## config.mk

```make
export PLATFORM = sky130hd
export DESIGN_NAME = core_alu_serial_flat
export DESIGN_NICKNAME = d
export VERILOG_FILES = /design/src/rtl/core_alu_serial_if.sv /design/src/rtl/core_alu_serial.sv /design/src/flat_wrapper.sv
export SDC_FILE = /design/constraint.sdc
export NUM_CORES = 1
export LEC_CHECK = 0
export ABC_CLOCK_PERIOD_IN_PS = 14500
export BUFFER_PORTS_ARGS = -buffer_cell sky130_fd_sc_hd__buf_4
export CAP_MARGIN = 20
export CELL_PAD_IN_SITES_DETAIL_PLACEMENT = 1
export CELL_PAD_IN_SITES_GLOBAL_PLACEMENT = 2
export CORE_ASPECT_RATIO = 2
export CORE_MARGIN = 2
export CORE_UTILIZATION = 40
export CTS_CLUSTER_SIZE = 30
export DETAILED_ROUTE_END_ITERATION = 6
export HOLD_SLACK_MARGIN = 0.05
export PLACE_DENSITY = 0.92
export SKIP_CTS_REPAIR_TIMING = 1
export SLEW_MARGIN = 20
export SYNTH_ARGS = -nofsm -noshare
export SYNTH_HDL_FRONTEND = slang
export SYNTH_SLANG_ARGS = --single-unit
```

## constraint.sdc

```tcl
create_clock -name I_clock -period 14.5 [get_ports I_clock]
set_clock_uncertainty 0.1 [all_clocks]
set_input_delay 2.9 -clock I_clock [delete_from_list [all_inputs] [get_ports I_clock]]
set_output_delay 2.9 -clock I_clock [all_outputs]
set_load 0.05 [all_outputs]
```

## src/rtl/core_alu_serial_if.sv

```systemverilog
// core_alu_serial_if: request/operand/flag bundle between a requester and the serial ALU.
interface core_alu_serial_if #(parameter int WIDTH = 16);
  logic             I_start;
  logic [2:0]       I_op;
  logic             I_decimal;
  logic             I_flag_we;
  logic [WIDTH-1:0] I_lhs;
  logic [WIDTH-1:0] I_rhs;
  logic             I_carry;
  logic             I_overflow;
  logic             I_sign;
  logic             I_zero;
  logic             O_busy;
  logic             O_done;
  logic [WIDTH-1:0] O_result;
  logic             O_carry;
  logic             O_overflow;
  logic             O_sign;
  logic             O_zero;
  modport master (
    output I_start, I_op, I_decimal, I_flag_we, I_lhs, I_rhs,
           I_carry, I_overflow, I_sign, I_zero,
    input  O_busy, O_done, O_result, O_carry, O_overflow, O_sign, O_zero
  );
  modport slave (
    input  I_start, I_op, I_decimal, I_flag_we, I_lhs, I_rhs,
           I_carry, I_overflow, I_sign, I_zero,
    output O_busy, O_done, O_result, O_carry, O_overflow, O_sign, O_zero
  );
endinterface

```

## src/rtl/core_alu_serial.sv

```systemverilog
// core_alu_serial: byte-serial 6502-style ALU (binary/BCD add/sub, logic, rotates) with flag update.
module core_alu_serial #(
  parameter int WIDTH      = 16,
  parameter bit DECIMAL_EN = 1'b1
) (
  input logic               I_clock,
  input logic               I_reset_n,
  core_alu_serial_if.slave  bus
);
  localparam int BYTES = WIDTH / 8;
  localparam logic [2:0] OP_PASS = 3'd0, OP_ADC = 3'd1, OP_SBC = 3'd2, OP_AND = 3'd3,
                         OP_ORA  = 3'd4, OP_EOR = 3'd5, OP_ROL = 3'd6, OP_ROR = 3'd7;
  if (WIDTH != 8 && WIDTH != 16 && WIDTH != 24 && WIDTH != 32) begin : g_bad_width
    $error("core_alu_serial: WIDTH must be 8, 16, 24 or 32");
  end
  typedef enum logic [1:0] {IDLE, RUN, DONE} state_t;
  state_t           state_q, state_d;
  logic [1:0]       cnt_q, cnt_d;
  logic [2:0]       op_q, op_d;
  logic             dec_q, dec_d, we_q, we_d, chain_q, chain_d;
  logic             busy_q, busy_d, done_q, done_d;
  logic [3:0]       fin_q, fin_d, flags_q, flags_d;
  logic [WIDTH-1:0] lhs_q, lhs_d, rhs_q, rhs_d, work_q, work_d, result_q, result_d;
  logic             accept, last, sub, c_out, arith_op, carry_op, v_top;
  logic [1:0]       idx;
  logic [7:0]       a, b, bx, byte_out;
  logic [8:0]       bin, arith;
  logic [4:0]       lo, hi;
  // One BCD digit: {carry/no-borrow, adjusted digit}; non-BCD inputs just follow the same rule.
  function automatic logic [4:0] nib(input logic [3:0] x, input logic [3:0] y,
                                     input logic ci, input logic sb);
    logic [4:0] s;
    s = {1'b0, x} + {1'b0, sb ? ~y : y} + {4'b0, ci};
    nib = sb ? {s[4], s[4] ? s[3:0] : s[3:0] - 4'd6}
             : (s > 5'd9 ? {1'b1, s[3:0] + 4'd6} : s);
  endfunction
  always_comb begin
    accept   = bus.I_start && state_q != RUN;
    last     = cnt_q == 2'(BYTES - 1);
    idx      = op_q == OP_ROR ? 2'(BYTES - 1) - cnt_q : cnt_q;
    a        = lhs_q[idx*8 +: 8];
    b        = rhs_q[idx*8 +: 8];
    sub      = op_q == OP_SBC;
    bx       = sub ? ~b : b;
    bin      = {1'b0, a} + {1'b0, bx} + {8'b0, chain_q};
    lo       = nib(a[3:0], b[3:0], chain_q, sub);
    hi       = nib(a[7:4], b[7:4], lo[4], sub);
    arith    = dec_q ? {hi, lo[3:0]} : bin;
    arith_op = op_q == OP_ADC || op_q == OP_SBC;
    carry_op = arith_op || op_q == OP_ROL || op_q == OP_ROR;
    c_out    = chain_q;
    byte_out = b;
    case (op_q)
      OP_ADC, OP_SBC: {c_out, byte_out} = arith;
      OP_AND:         byte_out = a & b;
      OP_ORA:         byte_out = a | b;
      OP_EOR:         byte_out = a ^ b;
      OP_ROL:         {c_out, byte_out} = {a[7], a[6:0], chain_q};
      OP_ROR:         {c_out, byte_out} = {a[0], chain_q, a[7:1]};
      default:        byte_out = b;
    endcase
    v_top    = (a[7] == bx[7]) && (byte_out[7] != a[7]);
    state_d  = accept ? RUN : state_q == RUN ? (last ? DONE : RUN) : IDLE;
    busy_d   = state_d == RUN;
    done_d   = state_q == RUN && last;
    cnt_d    = cnt_q;
    op_d     = op_q;
    dec_d    = dec_q;
    we_d     = we_q;
    chain_d  = chain_q;
    fin_d    = fin_q;
    lhs_d    = lhs_q;
    rhs_d    = rhs_q;
    work_d   = work_q;
    result_d = result_q;
    flags_d  = flags_q;
    if (accept) begin
      cnt_d   = 2'd0;
      op_d    = bus.I_op;
      dec_d   = bus.I_decimal && DECIMAL_EN;
      we_d    = bus.I_flag_we;
      chain_d = bus.I_carry;
      fin_d   = {bus.I_carry, bus.I_overflow, bus.I_sign, bus.I_zero};
      lhs_d   = bus.I_lhs;
      rhs_d   = bus.I_rhs;
      work_d  = '0;
    end else if (state_q == RUN) begin
      work_d[idx*8 +: 8] = byte_out;
      chain_d            = c_out;
      cnt_d              = cnt_q + 2'd1;
      if (last) begin
        result_d = work_d;
        flags_d  = we_q ? {carry_op ? c_out : fin_q[3], arith_op ? v_top : fin_q[2],
                           work_d[WIDTH-1], work_d == '0} : fin_q;
      end
    end
  end
  always_ff @(posedge I_clock or negedge I_reset_n) begin
    if (!I_reset_n) begin
      state_q  <= IDLE;
      cnt_q    <= '0;
      op_q     <= '0;
      dec_q    <= 1'b0;
      we_q     <= 1'b0;
      chain_q  <= 1'b0;
      busy_q   <= 1'b0;
      done_q   <= 1'b0;
      fin_q    <= '0;
      flags_q  <= '0;
      lhs_q    <= '0;
      rhs_q    <= '0;
      work_q   <= '0;
      result_q <= '0;
    end else begin
      state_q  <= state_d;
      cnt_q    <= cnt_d;
      op_q     <= op_d;
      dec_q    <= dec_d;
      we_q     <= we_d;
      chain_q  <= chain_d;
      busy_q   <= busy_d;
      done_q   <= done_d;
      fin_q    <= fin_d;
      flags_q  <= flags_d;
      lhs_q    <= lhs_d;
      rhs_q    <= rhs_d;
      work_q   <= work_d;
      result_q <= result_d;
    end
  end
  assign bus.O_busy     = busy_q;
  assign bus.O_done     = done_q;
  assign bus.O_result   = result_q;
  assign bus.O_carry    = flags_q[3];
  assign bus.O_overflow = flags_q[2];
  assign bus.O_sign     = flags_q[1];
  assign bus.O_zero     = flags_q[0];
endmodule
```

## src/flat_wrapper.sv

```systemverilog
// flat-port wrapper written by rule: the top's interface ports become plain ports
module core_alu_serial_flat 
#(
  parameter int WIDTH      = 16,
  parameter bit DECIMAL_EN = 1'b1
)
  (I_clock, I_reset_n, bus_I_start, bus_I_op, bus_I_decimal, bus_I_flag_we, bus_I_lhs, bus_I_rhs, bus_I_carry, bus_I_overflow, bus_I_sign, bus_I_zero, bus_O_busy, bus_O_done, bus_O_result, bus_O_carry, bus_O_overflow, bus_O_sign, bus_O_zero);
  core_alu_serial_if #(.WIDTH(WIDTH)) bus_i ();
  input logic I_clock;
  input logic I_reset_n;
  input wire logic [$bits(bus_i.I_start)-1:0] bus_I_start;
  input wire logic [$bits(bus_i.I_op)-1:0] bus_I_op;
  input wire logic [$bits(bus_i.I_decimal)-1:0] bus_I_decimal;
  input wire logic [$bits(bus_i.I_flag_we)-1:0] bus_I_flag_we;
  input wire logic [$bits(bus_i.I_lhs)-1:0] bus_I_lhs;
  input wire logic [$bits(bus_i.I_rhs)-1:0] bus_I_rhs;
  input wire logic [$bits(bus_i.I_carry)-1:0] bus_I_carry;
  input wire logic [$bits(bus_i.I_overflow)-1:0] bus_I_overflow;
  input wire logic [$bits(bus_i.I_sign)-1:0] bus_I_sign;
  input wire logic [$bits(bus_i.I_zero)-1:0] bus_I_zero;
  output wire logic [$bits(bus_i.O_busy)-1:0] bus_O_busy;
  output wire logic [$bits(bus_i.O_done)-1:0] bus_O_done;
  output wire logic [$bits(bus_i.O_result)-1:0] bus_O_result;
  output wire logic [$bits(bus_i.O_carry)-1:0] bus_O_carry;
  output wire logic [$bits(bus_i.O_overflow)-1:0] bus_O_overflow;
  output wire logic [$bits(bus_i.O_sign)-1:0] bus_O_sign;
  output wire logic [$bits(bus_i.O_zero)-1:0] bus_O_zero;
  assign bus_i.I_start = bus_I_start;
  assign bus_i.I_op = bus_I_op;
  assign bus_i.I_decimal = bus_I_decimal;
  assign bus_i.I_flag_we = bus_I_flag_we;
  assign bus_i.I_lhs = bus_I_lhs;
  assign bus_i.I_rhs = bus_I_rhs;
  assign bus_i.I_carry = bus_I_carry;
  assign bus_i.I_overflow = bus_I_overflow;
  assign bus_i.I_sign = bus_I_sign;
  assign bus_i.I_zero = bus_I_zero;
  assign bus_O_busy = bus_i.O_busy;
  assign bus_O_done = bus_i.O_done;
  assign bus_O_result = bus_i.O_result;
  assign bus_O_carry = bus_i.O_carry;
  assign bus_O_overflow = bus_i.O_overflow;
  assign bus_O_sign = bus_i.O_sign;
  assign bus_O_zero = bus_i.O_zero;
  core_alu_serial #(.WIDTH(WIDTH), .DECIMAL_EN(DECIMAL_EN)) u_core (.I_clock(I_clock), .I_reset_n(I_reset_n), .bus(bus_i));
endmodule
```

Word-level counts from Yosys, hierarchy flattened
Cells that the tools add are included.

cells by class
  $add $sub $neg = 13
  order comparisons = 2
  equal/unequal tests = 13
  shift-type cells = 4
  multiplexer cells = 26
  bitwise operators = 7
  reductions and logical operators = 10

operators by type and width
  kind                                                                      number
  8-bit case mux with 6 select lines                                        1
  5-bit negation with 34-bit output                                         1
  8-bit by 34-bit variable shift with 16-bit output (first input constant)  1
  8-bit by 34-bit variable part select with 16-bit output                   1
  16-bit 2-to-1 mux                                                         2
  16-bit by 6-bit variable part select with 8-bit output                    2
  4-bit 2-to-1 mux                                                          5
  5-bit 2-to-1 mux                                                          4
  16-bit bitwise mux                                                        1
  16-bit zero test                                                          1
  3-bit == test (second input constant)                                     4
  2-bit 2-to-1 mux                                                          6
  4-bit by 4-bit adder with 5-bit output                                    2
  5-bit by 1-bit adder with 5-bit output                                    2
  5-bit by 4-bit > comparator with 1-bit output (second input constant)     2
  8-bit by 8-bit adder with 9-bit output                                    1
  9-bit by 1-bit adder with 9-bit output                                    1
  9-bit 2-to-1 mux                                                          1
  4-bit by 3-bit adder with 4-bit output (second input constant)            2
  8-bit AND                                                                 1
  8-bit 2-to-1 mux                                                          1
  4-bit NOT                                                                 2
  8-bit NOT                                                                 1
  8-bit bitwise OR                                                          1
  18 further kinds                                                          29

word-level totals
  bits in registers = 84
  input bits = 44
  logic and storage cells = 89

Depth between registers and ports, before layout
  word-level depth = 20
  mapped depth = 28
  gate-level depth less buffers = 25

Worst setup path after synthesis
OpenSTA, ideal clock, no wires.

  path kind = reg2reg
  start point = register u_core.op_q[1]
  end point = register u_core.flags_q[0]
  arrival = 5714 ps
  data required time = 14324 ps
  slack = 8609 ps
  stages on the path, launching flop included = 26
  buffers on the path = 1
  period minus slack after synthesis = 5891 ps
  cells stage by stage = dfrtp_1 buf_4 nand3_2 xnor2_2 inv_2 and3_1 a31oi_1 xnor2_1 fa_1 a211o_1 a21oi_1 o21ai_0 fa_1 fa_1 xor2_1 inv_1 ha_1 inv_1 o22ai_1 nor3_1 o21ai_1 xnor2_1 a221oi_1 nand2_1 o32a_1 o21ai_1

between the ends
  longest elaborated chain between the ends = 20
  elaborated cells between the ends (all ways) = 46

RTL lines
  what                                                         RTL line                                      RTL
  start: declaration                                           core_alu_serial.sv:19                         logic [2:0] op_q, op_d;
  start signal: assignment                                     core_alu_serial.sv:117                        op_q <= op_d;
  3-bit == test                                                core_alu_serial.sv:40, core_alu_serial.sv:53
  2-bit 2-to-1 mux                                             core_alu_serial.sv:40                         idx = op_q == OP_ROR ? 2'(BYTES - 1) - cnt_q : cnt_q;
  16-bit by 6-bit variable part select with 8-bit output       core_alu_serial.sv:42                         b = rhs_q[idx*8 +: 8];
  4-bit NOT                                                    core_alu_serial.sv:33                         s = {1'b0, x} + {1'b0, sb ? ~y : y} + {4'b0, ci};
  4-bit 2-to-1 mux                                             core_alu_serial.sv:33
  4-bit by 4-bit adder with 5-bit output                       core_alu_serial.sv:33
  5-bit by 1-bit adder with 5-bit output                       core_alu_serial.sv:33
  5-bit by 4-bit > comparator with 1-bit output                core_alu_serial.sv:35                         : (s > 5'd9 ? {1'b1, s[3:0] + 4'd6} : s);
  [... 4 more ...]                                             -
  5-bit 2-to-1 mux / 4-bit 2-to-1 mux (equally long branches)  core_alu_serial.sv:35, core_alu_serial.sv:34
  5-bit 2-to-1 mux                                             core_alu_serial.sv:34                         nib = sb ? {s[4], s[4] ? s[3:0] : s[3:0] - 4'd6}
  9-bit 2-to-1 mux                                             core_alu_serial.sv:48                         arith = dec_q ? {hi, lo[3:0]} : bin;
  8-bit case mux with 6 select lines                           core_alu_serial.sv:53                         case (op_q)
  8-bit by 34-bit variable part select with 16-bit output      core_alu_serial.sv:88                         work_d[idx*8 +: 8] = byte_out;
  16-bit bitwise mux (*)                                       core_alu_serial.sv:88
  16-bit zero test (*)                                         core_alu_serial.sv:94                         work_d[WIDTH-1], work_d == '0} : fin_q;
  4-bit 2-to-1 mux (*)                                         core_alu_serial.sv:93                         flags_d = we_q ? {carry_op ? c_out : fin_q[3], arith_op ? v_top : fin_q[2],
  end signal: assignment                                       core_alu_serial.sv:124                        flags_q <= flags_d;
  end: declaration                                             core_alu_serial.sv:22                         logic [3:0] fin_q, fin_d, flags_q, flags_d;

Mark *: on every way between the ends. The rest lies on a longest branch, timed or not.
A chain may end at the register's enable or synchronous reset.

Final worst setup path
  start point = register u_core.op_q[0]
  end point = register u_core.flags_q[0]

Same word-level chain as after synthesis.

==> results.tsv <==
stage	metric	value	unit
critical_path	CP max FO	19	
clock_network	CTS tree	yes	
final_layout	share of layout cells above drive strength 1	22.6	%
timing	TNS Setup	0	ns
drt	antenna-violating nets left	0	
clock_network	total CTS buffers	9	
timing	Final Setup Violations	0	
clock_network	root buf cell	clkbuf_16	
timing	RSZ-0062 raised after global routing	false	
yosys	Synth Area in Simple Gates	14.9	%
run	Max-Cap Viols	0	
drt	Met1 Wirelength	6130	um
global_routing	vias in the first global route	5229	
critical_path	Setup crit start	u_core.op_q[0]$_DFFE_PN0P_	
drt	vias per cell	6.05	
timing	Hold Vio Cnt, Final	0	
critical_path	Worst Reg2Reg Path Length in Cells	24	
critical_path	crit start category	flop	
global_routing	largest net degree at the start of global routing	72	
critical_path	r2r endpoint	u_core.flags_q[0]$_DFFE_PN0P_	
clock_network	number of clock sinks	83	
final_layout	area of the multi-input gates	3190	um^2
worst_hold_path	Worst Hold Class	reg2reg	
yosys	post-synthesis adder-cell area fraction	8.08	%
yosys	#FFs+latches synth	83	
floorplanning	total die area	14900	um^2
timing	Final Hold Slack	0.408	ns
drt	total wire length	18100	um
final_layout	synthesis-to-finish area growth	16.0	%
placement	GPL Wtd Cong	0.890	
yosys	main combinational cell family by area after synthesis	compound AO/OA/AOI/OAI gates	
timing	Final min period	8.11	ns
placement	dpl hpwl	14100	um
drt	Vias	4869	
yosys	sequential area share after synthesis	37.5	%
timing	actual slew at the worst max-slew pin	1.11	ns
critical_path	Worst EP arrival	8.27	ns
critical_path	worst flop-to-flop path startpoint	u_core.op_q[0]$_DFFE_PN0P_	
global_routing	GRT Total Usage	25.3	%
drt	met2 WL post-DR	10600	um
yosys	post-synthesis mux area share	11.5	%
critical_path	reg-to-reg slack, setup	6.39	ns
floorplanning	Die W	87.2	um
yosys	Post-synth EDFFs	0	
timing	Slew Viols, Final	0	
final_layout	Reg area	2080	um^2
yosys	synth unique cells	63	
yosys	Mapped Cells	597	
timing	final worst path period share	55.9	%
status	status	finished, final reports clean	
final_layout	Layout Nets	723	
drt	met3 routed WL	399	um
timing	maximum clock frequency	123	MHz
yosys	number of synthesis warnings	0	
yosys	syn nets	675	
floorplanning	core region area	13500	um^2
yosys	Primary FF master, synth	dfrtp_1	
clock_network	CTS max path bufs	2	
yosys	compound-gate portion of the synthesized area	19.3	%
yosys	mean area per synthesized cell	9.28	um^2
clock_network	clock slew at reported path FFs	0.06	ns
final_layout	final core utilization	47.5	%
timing	Slew HR	25.7	%
floorplanning	initial core utilization	41.0	%
global_routing	first-pass GRT wire length	28400	um
clock_network	Worst-Skew Late Latency	0.34	ns
critical_path	kind of critical path	reg2reg	
drt	Top Metal Used	met4	
critical_path	CP required	14.66	ns
yosys	Synth area leader	dfrtp_1	
yosys	top-count cell post-synth	dfrtp_1	
critical_path	CP Capture Type	flop	
final_layout	antenna cells	0	
floorplanning	Rows	60	
placement	I/O Buffers	65	
clock_network	CTS H-tree depth	3	
global_routing	initial antenna violation count	0	
drt	Initial DRC Count	233	
drt	first drt pass iteration count	5	
global_routing	Overflow after GRT	0	
floorplanning	Die Y	170	um
yosys	asr flop ratio synth	100	%
drt	WL/cell	22.5	um
yosys	synth top area cells	dfrtp_1 37%, mux2_2 9.6%, ha_1 7.0%	
yosys	xor/xnor share of the synthesized area	3.61	%
yosys	post-synth top area share	37.5	%
critical_path	Critical Path End	u_core.flags_q[0]$_DFFE_PN0P_	
yosys	Synth top cells by count	83 x dfrtp_1, 53 x nand2_1, 49 x a21oi_1	
final_layout	# fillers	1584	
floorplanning	I/O pin count	66	
yosys	cell area after synthesis	5540	um^2
drt	# DRC	0	
## metrics by stage
step / std cells / area [um^2] / setup WS, ns
floorplan: 597 / 5540 / 8.61
global placement: 789 / 6110 / 6.98
detailed placement: 789 / 6110 / 6.59
CTS: 805 / 6420 / 6.48
global route: 805 / 6420 / 5.87
finish: 805 / 6420 / 6.39
## placed cells by master, fill, tap and decap left out, types with 11 or more instances in the layout
master	count
ha_1	31
nand2_1	52
xnor2_1	18
nor2_1	45
inv_1	31
buf_4	71
mux2_2	47
a21oi_1	49
mux2i_1	11
dfrtp_1	83
o21ai_0	31
## kinds of logic after synthesis
kind of cell	count (synthesis)
DFF	83
xor gates and xnor gates	22
adders and majority gates	34
muxes	58
and+or+nand+nor	168
AOI/OAI and AO/OA	165
buffers and inverters	67
## worst min-delay path by stage
stage / start / endpoint / cells after the start
finish: u_core.flags_q[2]$_DFFE_PN0P_ / u_core.flags_q[2]$_DFFE_PN0P_ / 1
detailed placement: u_core.work_q[14]$_DFFE_PN0P_ / u_core.work_q[14]$_DFFE_PN0P_ / 2
global placement: u_core.flags_q[2]$_DFFE_PN0P_ / u_core.flags_q[2]$_DFFE_PN0P_ / 1
floorplan: u_core.rhs_q[0]$_DFFE_PN0P_ / u_core.rhs_q[0]$_DFFE_PN0P_ / 1
CTS: u_core.fin_q[2]$_DFFE_PN0P_ / u_core.fin_q[2]$_DFFE_PN0P_ / 1
global route: u_core.bus.O_result[10]$_DFFE_PN0P_ / u_core.bus.O_result[10]$_DFFE_PN0P_ / 1
## worst max-delay path: stages (launching register included)
cell and delay [ns]:
dfrtp_1 0.72, nand3_2 0.16, xnor2_2 0.73, inv_2 0.33
and3_1 0.29, a31oi_1 0.39, xnor2_1 0.17, fa_1 0.54
a211o_1 0.33, a21oi_1 0.37, o21ai_0 0.23, fa_1 0.46
fa_1 0.46, xor2_1 0.42, inv_1 0.12, ha_1 0.26
inv_1 0.09, o22ai_1 0.11, nor3_1 0.28, o21ai_1 0.13
xnor2_1 0.14, a221oi_1 0.65, nand2_1 0.13, o32a_1 0.31
o21ai_1 0.11
## registers in the layout, indices dropped and copies added, names as in the netlist, 2 cells and up
signal / cells
u_core.rhs_q: 16
u_core.cnt_q: 2
u_core.fin_q: 4
u_core.work_q: 16
u_core.flags_q: 4
u_core.op_q: 3
u_core.bus.O_result: 16
u_core.lhs_q: 16
## per-layer routing
| layer | global-route usage (%) | vias up |
|---|---|---|
| met4 | 14.2 | 0 |
| met3 | 2.57 | 51 |
| met2 | 49.1 | 112 |
| li1 | - | 2233 |
| met1 | 24.9 | 2473 |
| met5 | 0 | - |
## area by class of cell
type / instances / area share [%]
inverters: 33 / 1.93
well taps: 155 / 3.02
flip-flops and latches: 83 / 32.3
clock buffers: 10 / 3.72
multi-input cells: 447 / 49.6
repair buffers: 71 / 8.30
clock inverters: 6 / 1.13
Power is left out: the tool's default activity adds up to more than one toggle a clock period on the data nets, which glitch-free logic cannot reach.
